**src/rtl/prv664_axi_pkg.sv**
```systemverilog
// Shared AXI response encodings, severity merge and the queued write-response entry type.
`ifndef BUS_ID_W
`define BUS_ID_W 4
`endif

package prv664_axi_pkg;

    localparam int BUS_ID_W = `BUS_ID_W;

    localparam logic [1:0] AXI_RESP_OKAY   = 2'b00;
    localparam logic [1:0] AXI_RESP_EXOKAY = 2'b01;
    localparam logic [1:0] AXI_RESP_SLVERR = 2'b10;
    localparam logic [1:0] AXI_RESP_DECERR = 2'b11;

    typedef struct packed {
        logic [BUS_ID_W-1:0] id;
        logic [1:0]          resp;
    } bresp_entry_t;

    // The encodings are numerically ordered by severity, so the worse one is the larger.
    function automatic logic [1:0] axi_resp_merge(input logic [1:0] a, input logic [1:0] b);
        return (a > b) ? a : b;
    endfunction

endpackage

```
**src/rtl/axi_bresp_gen_if.sv**
```systemverilog
// AXI write-response (B) channel; master drives the response, slave returns bready.
interface axi_b
    import prv664_axi_pkg::*;
#(
    parameter int ID_W = BUS_ID_W
);
    logic [ID_W-1:0] bid;
    logic [1:0]      bresp;
    logic            bvalid;
    logic            bready;

    // A response transfers on the cycle where bvalid && bready; bvalid, bid and bresp
    // hold steady from the cycle bvalid rises until that transfer, and bvalid never
    // waits on bready.
    modport master (output bid, output bresp, output bvalid, input bready);
    modport slave  (input bid, input bresp, input bvalid, output bready);
endinterface

```
**src/rtl/axi_bresp_fifo.sv**
```systemverilog
// Circular response queue; pointers carry one extra wrap bit to tell full from empty.
module axi_bresp_fifo
    import prv664_axi_pkg::*;
#(
    parameter int DEPTH = 4
) (
    input  logic                       clk_i,
    input  logic                       srst_i,
    input  logic                       push_i,
    input  bresp_entry_t               push_data_i,
    input  logic                       pop_i,
    output bresp_entry_t               head_o,
    output logic                       full_o,
    output logic                       empty_o,
    output logic [$clog2(DEPTH)+1-1:0] count_o
);
    localparam int PTR_W = $clog2(DEPTH) + 1;

    logic [PTR_W-1:0] wr_ptr;
    logic [PTR_W-1:0] rd_ptr;
    bresp_entry_t     mem [DEPTH];
    logic             do_push;
    logic             do_pop;

    assign empty_o = (wr_ptr == rd_ptr);
    assign full_o  = (wr_ptr[PTR_W-1] != rd_ptr[PTR_W-1]) &&
                     (wr_ptr[PTR_W-2:0] == rd_ptr[PTR_W-2:0]);
    assign count_o = wr_ptr - rd_ptr;
    assign do_push = push_i && !full_o;
    assign do_pop  = pop_i && !empty_o;
    assign head_o  = mem[rd_ptr[PTR_W-2:0]];

    always_ff @(posedge clk_i) begin
        if (srst_i) begin
            wr_ptr <= '0;
            rd_ptr <= '0;
        end else begin
            if (do_push) wr_ptr <= wr_ptr + PTR_W'(1);
            if (do_pop)  rd_ptr <= rd_ptr + PTR_W'(1);
        end
    end

    // Storage needs no reset: an entry is only observed after it has been written.
    always_ff @(posedge clk_i) begin
        if (do_push) mem[wr_ptr[PTR_W-2:0]] <= push_data_i;
    end
endmodule

```
**src/rtl/axi_bresp_gen.sv**
```systemverilog
// Folds per-beat error flags into one burst response and serves queued responses on B.
module axi_bresp_gen
    import prv664_axi_pkg::*;
#(
    parameter int DEPTH = 4,
    parameter int ID_W  = BUS_ID_W
) (
    input  logic                       clk_i,
    input  logic                       srst_i,
    input  logic                       wbeat_valid_i,
    output logic                       wbeat_ready_o,
    input  logic [ID_W-1:0]            wbeat_id_i,
    input  logic                       wbeat_last_i,
    input  logic                       wbeat_slverr_i,
    input  logic                       wbeat_decerr_i,
    axi_b.master                       b,
    output logic [$clog2(DEPTH)+1-1:0] pending_o,
    output logic                       idle_o
);
    logic [1:0]   acc;
    logic         burst_active;
    logic [1:0]   beat_resp;
    logic [1:0]   merged;
    logic         beat_fire;
    logic         push;
    bresp_entry_t push_entry;
    bresp_entry_t head;
    logic         full;
    logic         empty;

    always_comb begin
        beat_resp = AXI_RESP_OKAY;
        if (wbeat_decerr_i)      beat_resp = AXI_RESP_DECERR;
        else if (wbeat_slverr_i) beat_resp = AXI_RESP_SLVERR;
    end

    assign merged          = axi_resp_merge(acc, beat_resp);
    assign wbeat_ready_o   = !full;
    assign beat_fire       = wbeat_valid_i && wbeat_ready_o;
    assign push            = beat_fire && wbeat_last_i;
    assign push_entry.id   = BUS_ID_W'(wbeat_id_i);
    assign push_entry.resp = merged;

    always_ff @(posedge clk_i) begin
        if (srst_i) begin
            acc          <= AXI_RESP_OKAY;
            burst_active <= 1'b0;
        end else if (beat_fire) begin
            acc          <= wbeat_last_i ? AXI_RESP_OKAY : merged;
            burst_active <= !wbeat_last_i;
        end
    end

    axi_bresp_fifo #(.DEPTH(DEPTH)) u_fifo (
        .clk_i       (clk_i),
        .srst_i      (srst_i),
        .push_i      (push),
        .push_data_i (push_entry),
        .pop_i       (b.bready),
        .head_o      (head),
        .full_o      (full),
        .empty_o     (empty),
        .count_o     (pending_o)
    );

    // Head fields are forced to zero while empty so the channel never shows stale data.
    assign b.bvalid = !empty;
    assign b.bid    = empty ? '0 : ID_W'(head.id);
    assign b.bresp  = empty ? AXI_RESP_OKAY : head.resp;
    assign idle_o   = empty && !burst_active;
endmodule

```
**src/flat_wrapper.sv**
```systemverilog
// flat-port wrapper written by rule: the top's interface ports become plain ports
module axi_bresp_gen_flat import prv664_axi_pkg::*;
#(
    parameter int DEPTH = 4,
    parameter int ID_W  = BUS_ID_W
)
  (clk_i, srst_i, wbeat_valid_i, wbeat_ready_o, wbeat_id_i, wbeat_last_i, wbeat_slverr_i, wbeat_decerr_i, pending_o, idle_o, b_bid, b_bresp, b_bvalid, b_bready);
  axi_b #(.ID_W(ID_W)) b_i ();
  input  logic clk_i;
  input  logic srst_i;
  input  logic wbeat_valid_i;
  output logic wbeat_ready_o;
  input  logic [ID_W-1:0] wbeat_id_i;
  input  logic wbeat_last_i;
  input  logic wbeat_slverr_i;
  input  logic wbeat_decerr_i;
  output logic [$clog2(DEPTH)+1-1:0] pending_o;
  output logic idle_o;
  output wire logic [$bits(b_i.bid)-1:0] b_bid;
  output wire logic [$bits(b_i.bresp)-1:0] b_bresp;
  output wire logic [$bits(b_i.bvalid)-1:0] b_bvalid;
  input wire logic [$bits(b_i.bready)-1:0] b_bready;
  assign b_bid = b_i.bid;
  assign b_bresp = b_i.bresp;
  assign b_bvalid = b_i.bvalid;
  assign b_i.bready = b_bready;
  axi_bresp_gen #(.DEPTH(DEPTH), .ID_W(ID_W)) u_core (.clk_i(clk_i), .srst_i(srst_i), .wbeat_valid_i(wbeat_valid_i), .wbeat_ready_o(wbeat_ready_o), .wbeat_id_i(wbeat_id_i), .wbeat_last_i(wbeat_last_i), .wbeat_slverr_i(wbeat_slverr_i), .wbeat_decerr_i(wbeat_decerr_i), .b(b_i), .pending_o(pending_o), .idle_o(idle_o));
endmodule
```
**config.mk**
```make
export PLATFORM = sky130hd
export DESIGN_NAME = axi_bresp_gen_flat
export DESIGN_NICKNAME = d
export VERILOG_FILES = /design/src/rtl/prv664_axi_pkg.sv /design/src/rtl/axi_bresp_gen_if.sv /design/src/rtl/axi_bresp_fifo.sv /design/src/rtl/axi_bresp_gen.sv /design/src/flat_wrapper.sv
export SDC_FILE = /design/constraint.sdc
export NUM_CORES = 1
export LEC_CHECK = 0
export CAP_MARGIN = 20
export CORE_MARGIN = 2
export CORE_UTILIZATION = 50
export CTS_CLUSTER_DIAMETER = 50
export DETAILED_ROUTE_END_ITERATION = 10
export PLACE_DENSITY = 0.81
export SETUP_SLACK_MARGIN = 0.4
export SLEW_MARGIN = 20
export SYNTH_ARGS = -nofsm -noshare
export SYNTH_HDL_FRONTEND = slang
export SYNTH_SLANG_ARGS = --single-unit
```
**constraint.sdc**
```tcl
create_clock -name clk_i -period 4.4 [get_ports clk_i]
set_clock_uncertainty 0.1 [all_clocks]
set_input_delay 0.44 -clock clk_i [delete_from_list [all_inputs] [get_ports clk_i]]
set_output_delay 0.44 -clock clk_i [all_outputs]
set_load 0.01 [all_outputs]
```
# Word level (Yosys, flattened, before mapping)
# Memories as Yosys holds them, arrays and structs flattened. A register that Yosys moved wholly into a read port is not among the register bits.
# Index checks and enable logic that the tools add are counted.
[op_classes]
n_lt_le_gt_ge = 1
n_mux = 10
eq_ne = 3
n_reduce_logical = 10
n_addsub = 3
[ops]
columns = ["op", "count"]
rows = [
  ["$mux W2", 7],
  ["$add A3 B1 Y3 const B", 2],
  ["$logic_and A1 B1 Y1", 6],
  ["$logic_not A1 Y1", 4],
  ["$mux W4", 1],
  ["$eq A3 B3 Y1", 1],
  ["$sub A3 B3 Y3", 1],
  ["$eq A2 B2 Y1", 1],
  ["$gt A2 B2 Y1", 1],
  ["$mux W1", 2],
  ["$ne A1 B1 Y1", 1],
]
[totals]
mem_bits_rw = 24
register_bits = 9
output_inout_bits = 12
input_bits = 11
n_memories = 1
[mem_list]
columns = ["memory", "depth", "width", "rd", "rd_clocked_by_memory_dff", "write_ports", "line", "text"]
rows = [
  ["u_core.u_fifo.mem", 4, 6, 1, 1, 1, "axi_bresp_fifo.sv:21", "bresp_entry_t mem [DEPTH];"],
]

# Depth between registers and ports, before layout
[logic_depth]
depth_word = 8
depth_mapped = 6

# Modules after synthesis
# A second synthesis with hierarchy kept.
[hier_totals]
cells_unflattened = 133
hier_area_um2 = 1721.7
[modules_own_cells]
columns = ["mod", "cells_each", "seq_area_each_um2", "area_per_inst_um2", "n_inst"]
rows = [
  ["axi_bresp_fifo", 98, 880.8, 1453.9, 1],
  ["axi_bresp_gen", 35, 60.1, 267.8, 1],
]

# Worst setup path after synthesis
# Ideal clock, no wire load.
[synth_path]
path_type = "register to output"
start = "reg u_core.u_fifo.wr_ptr[0]"
end = "out pending_o[2]"
path_slack_ns = 2.581
required_time_ns = 3.860
path_buffers = 0
t_arrival_ns = 1.279
stages_incl_launch_ff = 5
path_cell_list = "dfxtp_1 inv_1 ha_1 fa_1 xnor2_1"
[synth_via]
elab_chain_cells = 1
[synth_lines]
columns = ["item", "line", "text"]
rows = [
  ["start: declaration", "axi_bresp_fifo.sv:19", "logic [PTR_W-1:0] wr_ptr;"],
  ["start signal: assignment", "axi_bresp_fifo.sv:38", "if (do_push) wr_ptr <= wr_ptr + PTR_W'(1);"],
  ["$sub A3 B3 Y3", "axi_bresp_fifo.sv:28", "assign count_o = wr_ptr - rd_ptr;"],
  ["end: declaration", "flat_wrapper.sv:17", "output logic [$clog2(DEPTH)+1-1:0] pending_o;"],
]
# Every way passes these cells.

# Worst setup path after layout
[layout_path]
start = "reg u_core.u_fifo.wr_ptr[0]"
end = "out idle_o"
[layout_via]
elab_chain_cells = 2
[layout_lines]
columns = ["item", "line", "text"]
rows = [
  ["$eq A3 B3 Y1", "axi_bresp_fifo.sv:25", "assign empty_o = (wr_ptr == rd_ptr);"],
  ["$logic_and A1 B1 Y1", "axi_bresp_gen.sv:70", "assign idle_o = empty && !burst_active;"],
  ["end: declaration", "flat_wrapper.sv:18", "output logic idle_o;"],
]
# Every way passes these cells.

==> run metrics <==
final worst slack about 1600 ps; Rows 20; dpl cells between 150 and 200; worst vdd ir between 150 and 200 uV; Worst Path Required between 3000 and 4000 ps; CTS Hold Buffers Added 0; TritonCTS clock tree yes; pwr/cell area about 370 nW/um^2; I/O Buffers 22; sequential fraction of the synthesis area 0.595; full die area ~3600 sq um; Initial Utilization 0.522; fin. max-slew vios 0; Routed WL 2.58 mm; DRT Pass-1 Iters 4; multi-input logic area slightly below 600 sq um; final setup fails 0; # resized after CTS 0; final setup TNS 0 ps; Vias per Instance a little over 5; Final Cycle Share 0.634; largest net degree at the start of global routing 12; first-pass GRT wire length a little over 4 mm; total setup buffers inserted after CTS 0; Max-slew headroom 0.360; status finished clean; DR WL/cell 14.2 um; P&R area growth vs syn 19.9%; DRC viols 0; Clock Latency Late Sink approximately 330 ps; clk root buf clkbuf_4; NumNets Final approximately 160; Crit Path Category register to primary output; Core Util, Final 0.626; Filler Cells Inserted 251; Syn Inst Count between 100 and 150; Least-Margin Pin Slew 955 ps; Routed Antenna Nets 0; element type at the critical path end primary output; worst slack at placement roughly 2000 ps; clk slew on worst S/H paths 100 ps; synthesized area between 1500 and 2000 sq um; crit path launch u_core.u_fifo.wr_ptr[0]; register area about 940 sq um; Min-Delay Path Class register to register; number of CTS-inserted buffers 5; CP Max Fanout 8; vias in the first global route just over 900; Die W between 60 and 70 um; RSZ-0062 raised after global routing false; fmax 358 MHz; min cycle time layout 2790 ps; Synth Register Bits 35; die height 60.2 um; Cell Count, Final, Fillers Out 182; hold_sp u_core.burst_active; initial antenna violation count 0; synth warn 0; syn nets approximately 130; drt initial violations 17; max_cap viols 0; layout cell share with drive strength beyond 1 0.116; # IOs 23; Sink Count 35; leak pwr 0.000689 uW; total number of vias about 930; Remaining Overflow, GRT 0; largest area contributor in the netlist edfxtp_1; synth top area cells edfxtp_1, dfxtp_1, mux4_2; worst path arrival time ~2300 ps; gp weighted congestion between 0.7 and 0.8; reg2reg start u_core.u_fifo.wr_ptr[0]; CTS H-tree lvls 2; count of final hold-check violations 0; core area around 3000 sq um; ant diodes 0; CP Launch Type register; Max Root-Sink Buffers 2; HPWL after DPL 1.95 mm; Syn Area/Cell about 14 sq um; synth unique cells 28; top cell type's share of synthesized area 0.456; GR Util All Layers 0.165
==> worst max-delay path: stages, from the launching register on <==
cell and delay, ps:
dfxtp_1 410, inv_1 120, ha_1 380, nand3_1 270
nor2_1 180, clkdlybuf4s50_1 550
==> state kept, by name, summed over array words and instances (netlist names), named ones only <==
| register | count |
|---|---|
| u_core.u_fifo.mem | 24 |
| u_core.u_fifo.rd_ptr | 3 |
| u_core.u_fifo.wr_ptr | 3 |
| u_core.acc | 2 |
| u_core.burst_active | 1 |
==> metal layers <==
metal	GRT usage	part of all wire	up-vias
li1	-	-	445
met1	0.173	0.41	443
met2	0.287	0.52	32
met3	0.0628	0.050	9
met4	0.0794	0.016	0
met5	0	0	-
==> layout make-up <==
cell class,count,area share
Clock buffer,7,0.0237
Clock inverter,1,0.00264
Inverter,9,0.0178
Multi-Input combinational cell,64,0.315
Sequential cell,35,0.496
Tap cell,44,0.0290
Timing Repair Buffer,22,0.116
==> report_power, final <==
| part | switching (uW) | internal (uW) |
|---|---|---|
| registers | 13.8 | 365 |
| logic | 71.5 | 94.1 |
| clock network | 98.2 | 62.2 |
==> layout by cell type, fill, tap and decap left out, drive strengths merged, types with 2 or more instances in the layout <==
master         count
ha                10
clkdlybuf4s50     22
inv                9
edfxtp            24
xor2               3
o21ai              2
nand3              3
clkbuf             7
xnor2              4
nor2              12
mux2i              3
dfxtp             11
mux4               6
and2               9
==> path summary, 6_finish.rpt <==
path	to	slack, ps	cells past startpoint
setup / recovery	idle_o	1610	5
hold / removal	u_core.burst_active	430	2
setup reg to reg	u_core.u_fifo.mem[3][4]	2210	3
hold reg to reg	u_core.burst_active	430	2
==> cells in the mapped netlist <==
cell and n:
edfxtp_1 24, o22ai_1 1, a21oi_1 1, buf_2 1, nor2_1 12, a211oi_1 1, nand3_2 1, inv_1 9
clkbuf_2 1, and2_1 9, nor3_1 1, fa_1 1, xor2_2 1, nand3_1 2, dfxtp_1 11, mux4_2 6
o211ai_1 1, a31oi_1 1, a31o_1 1, xor2_1 2, o21ai_0 2, o211a_4 1, ha_1 10, xnor2_1 4
nor3b_1 1, mux2i_1 3, nand2_1 1, mux2_2 1
==> cell families after synthesis <==
logic type,after synthesis,share of synthesized area
AOI/OAI and AO/OA,9,0.0435
buffers and inverters,11,0.0277
adders and majority gates,11,0.0918
DFF,35,0.595
and+or+nand+nor,27,0.0870
muxes,10,0.112
xor gates and xnor gates,7,0.0435
==> per-stage QoR <==
step / cell area, sq um / total power [uW] / hold slack, ps
4_1_cts: 1900 / 711 / 422
6_report: 1900 / 704 / 429
5_1_grt: 1900 / 739 / 489
3_3_place_gp: 1850 / 550 / 402
2_1_floorplan: 1580 / 473 / 384
3_5_place_dp: 1850 / 554 / 409
Note: power is estimated with default switching activity, not from simulation.
